[config.mk]
export PLATFORM = sky130hd
export DESIGN_NAME = seq_mult_8_bit_flat
export DESIGN_NICKNAME = d
export VERILOG_FILES = /design/src/rtl/seq_mult_8_bit_if.sv /design/src/rtl/seq_mult_8_bit.sv /design/src/flat_wrapper.sv
export SDC_FILE = /design/constraint.sdc
export NUM_CORES = 1
export LEC_CHECK = 0
export ABC_CLOCK_PERIOD_IN_PS = 2900
export BUFFER_PORTS_ARGS = -buffer_cell sky130_fd_sc_hd__buf_2
export CELL_PAD_IN_SITES_DETAIL_PLACEMENT = 2
export CELL_PAD_IN_SITES_GLOBAL_PLACEMENT = 2
export CORE_MARGIN = 5
export CORE_UTILIZATION = 34
export CTS_CLUSTER_DIAMETER = 50
export DETAILED_ROUTE_END_ITERATION = 10
export HOLD_SLACK_MARGIN = 0.03
export PLACE_DENSITY = 0.79
export SLEW_MARGIN = 20
export SYNTH_ARGS = -nofsm -noshare
export SYNTH_HDL_FRONTEND = slang
export SYNTH_SLANG_ARGS = --single-unit
[constraint.sdc]
create_clock -name clk -period 2.9 [get_ports clk]
set_input_delay 0.29 -clock clk [delete_from_list [all_inputs] [get_ports clk]]
set_output_delay 0.29 -clock clk [all_outputs]
set_load 0.01 [all_outputs]
[src/rtl/seq_mult_8_bit_if.sv]
// Handshake and operand/result bundle for the sequential signed-magnitude multiplier.
interface seq_mult_8_bit_if #(
    parameter int WIDTH = 8
);
    logic             start;
    logic [WIDTH-1:0] a_mag;
    logic             a_sign;
    logic [WIDTH-1:0] b_mag;
    logic             b_sign;
    logic             busy;
    logic             done;
    logic [WIDTH-1:0] prod_hi;
    logic [WIDTH-1:0] prod_lo;
    logic             prod_sign;
    logic             load_hi;
    logic             load_lo;

    modport master (
        output start, a_mag, a_sign, b_mag, b_sign,
        input  busy, done, prod_hi, prod_lo, prod_sign,
        input  load_hi, load_lo
    );

    modport slave (
        input  start, a_mag, a_sign, b_mag, b_sign,
        output busy, done, prod_hi, prod_lo, prod_sign,
        output load_hi, load_lo
    );
endinterface

[src/rtl/seq_mult_8_bit.sv]
// Sequential signed-magnitude shift-and-add multiplier, one multiplier bit per clock.
// Optional ZERO_SKIP_EN: a zero operand bypasses CALC and finishes in one cycle.
module seq_mult_8_bit #(
    parameter int WIDTH = 8
) (
    input  logic            clk,
    input  logic            reset,
    seq_mult_8_bit_if.slave bus
);
    localparam int CW = $clog2(WIDTH + 1);
    localparam logic [CW-1:0] LAST = CW'(WIDTH - 1);

    typedef enum logic [1:0] {
        IDLE = 2'd0,
        CALC = 2'd1,
        DONE = 2'd2
    } state_t;

    state_t           state;
    state_t           state_n;
    logic [WIDTH-1:0] acc;
    logic [WIDTH-1:0] q;
    logic [WIDTH-1:0] m;
    logic [CW-1:0]    count;
    logic             sgn;
    logic [WIDTH-1:0] prod_hi_r;
    logic [WIDTH-1:0] prod_lo_r;
    logic             prod_sign_r;

    logic [WIDTH:0]   sum;
    logic [WIDTH-1:0] acc_n;
    logic [WIDTH-1:0] q_n;
    logic             last;
    logic             zero_op;

    // Carry of the add lands in sum[WIDTH] and is shifted straight into acc.
    always_comb begin
        sum   = {1'b0, acc} + (q[0] ? {1'b0, m} : '0);
        acc_n = sum[WIDTH:1];
        q_n   = {sum[0], q[WIDTH-1:1]};
        last  = (count == LAST);
`ifdef ZERO_SKIP_EN
        zero_op = (bus.a_mag == '0) || (bus.b_mag == '0);
`else
        zero_op = 1'b0;
`endif
    end

    always_ff @(posedge clk or negedge reset) begin
        if (!reset) state <= IDLE;
        else        state <= state_n;
    end

    always_comb begin
        state_n = state;
        unique case (state)
            IDLE: begin
                if (bus.start) state_n = zero_op ? DONE : CALC;
            end
            CALC: begin
                if (last) state_n = DONE;
            end
            DONE:    state_n = IDLE;
            default: state_n = IDLE;
        endcase
    end

    // Product registers load only on the final iteration, so they
    // never expose partial ACC/Q values.
    always_ff @(posedge clk or negedge reset) begin
        if (!reset) begin
            acc         <= '0;
            q           <= '0;
            m           <= '0;
            count       <= '0;
            sgn         <= 1'b0;
            prod_hi_r   <= '0;
            prod_lo_r   <= '0;
            prod_sign_r <= 1'b0;
        end else begin
            unique case (state)
                IDLE: begin
                    if (bus.start) begin
                        m     <= bus.a_mag;
                        q     <= bus.b_mag;
                        acc   <= '0;
                        count <= '0;
                        sgn   <= bus.a_sign ^ bus.b_sign;
                        if (zero_op) begin
                            prod_hi_r   <= '0;
                            prod_lo_r   <= '0;
                            prod_sign_r <= 1'b0;
                        end
                    end
                end
                CALC: begin
                    acc   <= acc_n;
                    q     <= q_n;
                    count <= count + 1'b1;
                    if (last) begin
                        prod_hi_r   <= acc_n;
                        prod_lo_r   <= q_n;
                        prod_sign_r <= sgn & (|{acc_n, q_n});
                    end
                end
                default: ;
            endcase
        end
    end

    always_comb begin
        bus.busy      = (state != IDLE);
        bus.done      = (state == DONE);
        bus.load_hi   = (state == DONE);
        bus.load_lo   = (state == DONE);
        bus.prod_hi   = prod_hi_r;
        bus.prod_lo   = prod_lo_r;
        bus.prod_sign = prod_sign_r;
    end
endmodule
[src/flat_wrapper.sv]
// flat-port wrapper written by rule: the top's interface ports become plain ports
module seq_mult_8_bit_flat 
#(
    parameter int WIDTH = 8
)
  (clk, reset, bus_start, bus_a_mag, bus_a_sign, bus_b_mag, bus_b_sign, bus_busy, bus_done, bus_prod_hi, bus_prod_lo, bus_prod_sign, bus_load_hi, bus_load_lo);
  seq_mult_8_bit_if #(.WIDTH(WIDTH)) bus_i ();
  input  logic clk;
  input  logic reset;
  input wire logic [$bits(bus_i.start)-1:0] bus_start;
  input wire logic [$bits(bus_i.a_mag)-1:0] bus_a_mag;
  input wire logic [$bits(bus_i.a_sign)-1:0] bus_a_sign;
  input wire logic [$bits(bus_i.b_mag)-1:0] bus_b_mag;
  input wire logic [$bits(bus_i.b_sign)-1:0] bus_b_sign;
  output wire logic [$bits(bus_i.busy)-1:0] bus_busy;
  output wire logic [$bits(bus_i.done)-1:0] bus_done;
  output wire logic [$bits(bus_i.prod_hi)-1:0] bus_prod_hi;
  output wire logic [$bits(bus_i.prod_lo)-1:0] bus_prod_lo;
  output wire logic [$bits(bus_i.prod_sign)-1:0] bus_prod_sign;
  output wire logic [$bits(bus_i.load_hi)-1:0] bus_load_hi;
  output wire logic [$bits(bus_i.load_lo)-1:0] bus_load_lo;
  assign bus_i.start = bus_start;
  assign bus_i.a_mag = bus_a_mag;
  assign bus_i.a_sign = bus_a_sign;
  assign bus_i.b_mag = bus_b_mag;
  assign bus_i.b_sign = bus_b_sign;
  assign bus_busy = bus_i.busy;
  assign bus_done = bus_i.done;
  assign bus_prod_hi = bus_i.prod_hi;
  assign bus_prod_lo = bus_i.prod_lo;
  assign bus_prod_sign = bus_i.prod_sign;
  assign bus_load_hi = bus_i.load_hi;
  assign bus_load_lo = bus_i.load_lo;
  seq_mult_8_bit #(.WIDTH(WIDTH)) u_core (.clk(clk), .reset(reset), .bus(bus_i));
endmodule
==> results of run 1 <==
sequential cells by signal (all words and copies together), names as in the netlist:
register	flops
u_core.acc	8
u_core.bus.prod_hi	8
u_core.bus.prod_lo	8
u_core.m	8
u_core.q	8
u_core.count	4
u_core.state	2
u_core.bus.prod_sign	1
u_core.sgn	1
critical path, stage by stage (launching register included):
cell and delay [ns]:
dfrtp_1 0.48, and2_1 0.19, ha_1 0.19, inv_1 0.06, fa_1 0.39, xor2_1 0.28, nand3_1 0.14, nor4_2 0.25
nand3_1 0.11, and4b_1 0.26, a31oi_1 0.08
power by group:
part	switching (uW)	internal, uW	total [uW]
sequential	225	992	1220
clock	231	282	514
combinational	901	604	1500
metal layers:
| metal | up-vias | track usage [%] | share of wire [%] |
|---|---|---|---|
| met3 | 4 | 2.36 | 3.1 |
| met4 | 0 | 3.84 | 0.67 |
| met1 | 905 | 21.6 | 48 |
| met2 | 34 | 23.4 | 48 |
| li1 | 868 | - | - |
| met5 | - | 0 | 0 |
logic make-up (layout without fill, tap and decap cells):
logic type / count (synthesis) / in the layout / synth area share, %
and+or+nand+nor: 101 / 101 / 20.1
DFF: 48 / 48 / 52.0
AOI/OAI and AO/OA: 42 / 42 / 12.3
buffers and inverters: 17 / 57 / 3.25
adders and majority gates: 10 / 10 / 5.74
muxes: 9 / 9 / 4.33
xor gates and xnor gates: 6 / 6 / 2.27
how the worst min path moves through the flow:
stage                                            startpoint                                 to  slack (ns)
after floorplan                                       reset          u_core.acc[0]$_DFFE_PN0P_      -0.006
after global placement    u_core.bus.prod_lo[5]$_DFFE_PN0P_  u_core.bus.prod_lo[5]$_DFFE_PN0P_        0.45
after detailed placement  u_core.bus.prod_lo[2]$_DFFE_PN0P_  u_core.bus.prod_lo[2]$_DFFE_PN0P_        0.46
after CTS                                      bus_b_mag[3]            u_core.q[3]$_DFFE_PN0P_        0.20
after global routing                                  reset        u_core.state[0]$_DFFE_PN0P_        0.05
final                                                 reset            u_core.m[4]$_DFFE_PN0P_       0.002
layout make-up:
type	instances	area, sq um	share of cell area, %
sequential	48	1200	44.4
tap	80	100	3.70
clock buffer	6	82.6	3.05
inverter	6	22.5	0.833
multi-input combinational	168	1040	38.3
clock inverter	2	38.8	1.43
timing repair buffer	43	223	8.23
layout by cell type, fill, tap and decap left out, drive strengths merged:
cell type / n
and2b: 1
nand2: 66
bufinv: 1
nor2b: 1
a21oi: 3
a211oi: 1
a21o: 1
inv: 6
clkinv: 1
nor4: 1
nand2b: 3
nor3b: 1
nand4: 1
mux2i: 1
or4: 1
o31ai: 2
ha: 9
clkbuf: 6
and2: 7
a22oi: 8
and4b: 1
xnor2: 4
fa: 1
o21a: 2
nor2: 10
a31oi: 1
mux2: 8
nor3: 1
buf: 43
dfrtp: 48
o21ai: 15
nand4b: 1
o22ai: 9
nand3: 4
or2: 1
nand3b: 1
xor2: 2
through the flow:
| stage | util (%) | cells | setup WS, ns | area [sq um] | power [uW] |
|---|---|---|---|---|---|
| floorplan | - | 233 | 0.730 | 2310 | 2220 |
| global placement | 38.4 | 345 | 0.575 | 2580 | 2640 |
| detailed placement | 38.4 | 345 | 0.363 | 2580 | 2740 |
| global route | 40.3 | 353 | 0.175 | 2710 | 3510 |
| CTS | 40.2 | 353 | 0.322 | 2700 | 3290 |
| finish | 40.3 | 353 | 0.327 | 2710 | 3240 |
Yosys cell counts, drive strengths merged:
cell type   n  share of area [%]
o21a        2               0.65
nand3       4               0.87
mux2        8                3.9
o31ai       2                1.5
nand4b      1               0.38
and4b       1               0.43
nand2      66                 11
xnor2       4                1.5
a21o        1               0.32
clkbuf      6               0.97
o21ai      15                3.4
o22ai       9                2.4
dfrtp      48                 52
nor3        1               0.22
nand2b      3               0.81
a21oi       3               0.65
nor3b       1               0.54
nor4        1               0.54
fa          1               0.87
nand4       1               0.27
xor2        2               0.76
or2         1               0.27
mux2i       1               0.43
or4         1               0.49
a31oi       1               0.27
a22oi       8                2.6
nor2b       1               0.27
nand3b      1               0.32
inv         6               0.97
buf         5                1.3
nor2       10                1.7
ha          9                4.9
and2        7                1.9
a211oi      1               0.54
and2b       1               0.32
==> impl_metrics.env, run 1 <==
export IMPL_status="complete, no violations"
export IMPL_fin_crit_ns=2.57
export IMPL_cts_sinks=48
export IMPL_grt_pass1_wl_um=10200
export IMPL_setup_worst_path_start="u_core.q[0]$_DFFE_PN0P_"
export IMPL_hold_buffers=0
export IMPL_layout_drive_gt1_share_pct=22.7
export IMPL_hpwl_um=4300
export IMPL_power_density_nw_per_um2=1200
export IMPL_fmax_mhz=389
export IMPL_nets=303
export IMPL_grt_pass1_vias=1990
export IMPL_worstPathMaxFanout=9
export IMPL_cap_viol_max_count=0
export IMPL_fp_dieH_um=92.4
export IMPL_chipWidth_um=92.4
export IMPL_synth_cell_types=41
export IMPL_initial_core_util_pct=34.4
export IMPL_ys_ff_latch=48
export IMPL_io_buffers=41
export IMPL_postCtsSetupRepairBufs=0
export IMPL_cts_root_buf="clkbuf_8"
export IMPL_dieArea_sq_um=8550
export IMPL_grt_max_degree=49
export IMPL_row_count=30
export IMPL_slew_viol_final=0
export IMPL_ys_warnings_count=0
export IMPL_p_leak_uw=0.00131
export IMPL_drc_errors=0
export IMPL_coreArea_sq_um=6720
export IMPL_routed_wl_um=6010
export IMPL_hold_viol_final=0
export IMPL_reg2reg_depth=10
export IMPL_worstMarginPinSlew_ns=0.809
export IMPL_first_pass_iters=4
export IMPL_avgViaCountPerCell=5.13
export IMPL_antenna_left=0
export IMPL_cts_buffers=5
export IMPL_endpoint="u_core.bus.prod_sign$_DFFE_PN0P_"
export IMPL_cts_htree_levels=2
export IMPL_setup_violations=0
export IMPL_end_kind="register"
export IMPL_hold_slack_ns=0.00174
export IMPL_synth_nets=264
export IMPL_reg2reg_from="u_core.q[0]$_DFFE_PN0P_"
export IMPL_cts_tree="done"
export IMPL_overflow=0
export IMPL_hold_path_class="in2async"
export IMPL_r2r_setup_slack_ns=0.33
export IMPL_n_antenna_cell=0
export IMPL_ys_seq_area_share_pct=52.0
export IMPL_nFillCells=714
export IMPL_rsz0062_at_grt="no"
export IMPL_clock_latency_ns=0.30
export IMPL_critical_path_arrival_ns=2.74
export IMPL_timing_rr_end="u_core.bus.prod_sign$_DFFE_PN0P_"
export IMPL_cts_clk_slew_worst_paths_ns=0.09
export IMPL_synth_avg_cell_area_sq_um=9.92
export IMPL_wl_per_cell_um=17.0
export IMPL_gp_congestion=0.817
export IMPL_ios=42
export IMPL_critPathLaunchType="register"
export IMPL_area_growth_pct=17.1
export IMPL_crit_type="reg2reg"
export IMPL_fin_tns_setup_ns=0
export IMPL_antenna_found_initial=0
export IMPL_syn_inst=233
export IMPL_vias=1811
export IMPL_grt_total_usage_pct=15.0
export IMPL_cts_resized=0
export IMPL_worstPathRequired_ns=3.07
export IMPL_synth_area_sq_um=2310
export IMPL_slew_headroom_pct=46.1
export IMPL_ir_worst_vdd_v=0.000534
export IMPL_fin_crit_sh_pct=88.7
export IMPL_fin_worst_skew_ns=0.0111
export IMPL_drt_initial_drc_count=61
export IMPL_cts_path_max_buffers=2
(Power assumes the default switching activity.)
==> run 2: changes to the inputs <==
ABC_AREA = 1   (was not set)
CORE_UTILIZATION = 33   (was 34)
PLACE_DENSITY = 0.81   (was 0.79)
==> run 2 against run 1 <==
Die area up 7.2%. Register-to-register slack better by 0.30 ns. Global-route usage up 1.2 points. Via count increased by 13%. Highest routed layer unchanged. Area after synthesis grew 4.9%. Clock power shrank 14%. Final cell count up 23%. Worst hold slack improved by 0.17 ns. Critical endpoint unchanged. Largest cell class unchanged. First-iteration DRC count shrank 34%.
==> impl_metrics.env, run 2 <==
export IMPL_cts_path_max_buffers=2
export IMPL_postCtsSetupRepairBufs=0
export IMPL_reg2reg_depth=15
export IMPL_yosysMostFrequentCell="nand2_1"
export IMPL_slew_headroom_pct=59.5
export IMPL_yosys_most_used_dff="dfrtp_1"
export IMPL_synth_nets=325
export IMPL_slew_viol_final=0
export IMPL_clock_latency_ns=0.31
export IMPL_antenna_left=0
export IMPL_nFillCells=869
export IMPL_synth_top_cell_area_share_pct=49.5
export IMPL_cap_viol_max_count=0
export IMPL_final_cell_mix="nand2_1, dfrtp_1, buf_2"
export IMPL_nets=365
export IMPL_final_seq_area_sq_um=1200
export IMPL_fin_crit_sh_pct=78.5
export IMPL_chipWidth_um=95.7
export IMPL_synth_area_sq_um=2420
export IMPL_drc_errors=0
export IMPL_synth_async_reset_ratio_pct=100
export IMPL_critical_path_arrival_ns=2.47
export IMPL_grt_max_degree=35
export IMPL_synth_edf_count=0
export IMPL_area_growth_pct=15.7
export IMPL_critPathLaunchType="register"
export IMPL_cts_htree_levels=2
export IMPL_cts_tree="done"
export IMPL_grt_total_usage_pct=16.3
export IMPL_grt_pass1_wl_um=11500
export IMPL_multi_input_area_sq_um=1000
export IMPL_cts_buffers=5
export IMPL_hold_path_class="in2reg"
export IMPL_grt_pass1_vias=2331
export IMPL_fp_dieH_um=95.7
export IMPL_fin_crit_ns=2.28
export IMPL_syn_inst=294
export IMPL_netlist_top_cells_count="nand2_1, dfrtp_1, inv_1"
export IMPL_worstMarginPinSlew_ns=0.605
export IMPL_status="complete, no violations"
export IMPL_io_buffers=41
export IMPL_fin_worst_skew_ns=0.00855
export IMPL_crit_type="reg2reg"
export IMPL_endpoint="u_core.bus.prod_sign$_DFFE_PN0P_"
export IMPL_rsz0062_at_grt="no"
export IMPL_avgViaCountPerCell=4.70
export IMPL_timing_rr_end="u_core.bus.prod_sign$_DFFE_PN0P_"
export IMPL_setup_worst_path_start="u_core.q[0]$_DFFE_PN0P_"
export IMPL_gp_congestion=0.775
export IMPL_final_common_cell="nand2_1"
export IMPL_cts_sinks=48
export IMPL_wl_per_cell_um=15.3
export IMPL_p_leak_uw=0.00154
export IMPL_synth_avg_cell_area_sq_um=8.25
export IMPL_hpwl_um=5120
export IMPL_fmax_mhz=439
export IMPL_worstPathRequired_ns=3.09
export IMPL_reg2reg_from="u_core.q[0]$_DFFE_PN0P_"
export IMPL_ios=42
export IMPL_initial_core_util_pct=33.6
export IMPL_yosysTopAreaCell="dfrtp_1"
export IMPL_ys_seq_area_share_pct=49.5
export IMPL_hold_viol_final=0
export IMPL_vias=2040
export IMPL_antenna_found_initial=0
export IMPL_worstPathMaxFanout=9
export IMPL_cts_resized=0
export IMPL_overflow=0
export IMPL_drt_initial_drc_count=40
export IMPL_end_kind="register"
export IMPL_ir_worst_vdd_v=0.000413
export IMPL_first_pass_iters=4
export IMPL_layout_drive_gt1_share_pct=20.0
export IMPL_dieArea_sq_um=9160
export IMPL_ys_warnings_count=0
export IMPL_r2r_setup_slack_ns=0.62
export IMPL_place_area_sq_um=2700
export IMPL_cts_root_buf="clkbuf_8"
export IMPL_finalInstanceArea_sq_um=2810
export IMPL_setup_violations=0
export IMPL_synth_cell_types=30
export IMPL_row_count=31
export IMPL_n_antenna_cell=0
export IMPL_ys_ff_latch=48
export IMPL_fin_tns_setup_ns=0
export IMPL_ys_top_cells_by_area="dfrtp_1, nand2_1, inv_1, ha_1, o21ai_1"
export IMPL_routed_wl_um=6640
export IMPL_coreArea_sq_um=7210
export IMPL_cts_clk_slew_worst_paths_ns=0.09
export IMPL_power_density_nw_per_um2=1190
-- run 2: worst min-delay path by stage --
stage                       startpoint                                end  depth (start not counted)
final                     bus_a_mag[7]            u_core.m[7]$_DFFE_PN0P_                          3
after global routing      bus_a_mag[3]            u_core.m[3]$_DFFE_PN0P_                          3
after CTS                 bus_a_mag[7]            u_core.m[7]$_DFFE_PN0P_                          3
after detailed placement         reset        u_core.state[1]$_DFFE_PN0P_                          1
after global placement           reset  u_core.bus.prod_lo[7]$_DFFE_PN0P_                          1
after floorplan                  reset          u_core.acc[0]$_DFFE_PN0P_                          0
-- run 2: stage by stage --
stage	hold WS, ns	instances	power, uW	util (%)	setup WS (ns)
after CTS	0.168	434	3390	38.9	0.592
after floorplan	-0.00559	294	2370	-	0.836
after global routing	0.183	434	3680	38.9	0.355
after detailed placement	0.322	425	2940	37.4	0.648
final	0.176	434	3340	38.9	0.624
after global placement	0.312	425	2830	37.4	0.814
-- run 2: critical path, stage by stage, from the launching register on --
cell and delay [ns]:
dfrtp_1 0.51, nand2_1 0.08, inv_1 0.07, ha_1 0.18
inv_1 0.06, fa_1 0.40, inv_1 0.12, nand2_2 0.07
nand2_1 0.12, nand2_1 0.08, nor2_1 0.09, nand3_1 0.08
nor2_1 0.10, nand3_1 0.08, nand2_1 0.08, nand2_1 0.05
-- run 2: cells by family after synthesis --
group | after synthesis | share of synthesized area [%]
fa+ha+maj | 10 | 5.47
compound gates | 51 | 11.4
buf+inv | 52 | 9.24
flops | 48 | 49.5
xor+xnor | 1 | 0.361
simple gates | 131 | 23.6
mux | 1 | 0.413
-- run 2: layout make-up --
type	count	area share, %
Sequential cell	48	42.8
Inverter	42	5.80
Timing Repair Buffer	43	7.94
Tap cell	99	4.41
Multi-Input combinational cell	194	35.6
Clock buffer	6	2.94
Clock inverter	2	0.490
-- run 2: timing repair --
action	in CTS	in global routing
hold buffers	1	0
hold endpoints to repair	24	0
endpoints found under the setup margin	0	0
-- run 2: per-layer routing --
metal  vias to the layer above  track usage (%)  wire length (um)
met4                         0             3.91                65
met5                         -                0                 0
met3                         5             2.50               180
met1                       997             20.4              3010
met2                        30             29.2              3380
li1                       1008                -                 -
-- run 2: where the power goes --
group / switching (uW) / internal [uW] / leakage [uW]
registers: 221 / 983 / 0.000593
clock network: 244 / 196 / 0.0000516
logic: 1100 / 596 / 0.000897
total: 1570 / 1770 / 0.00154
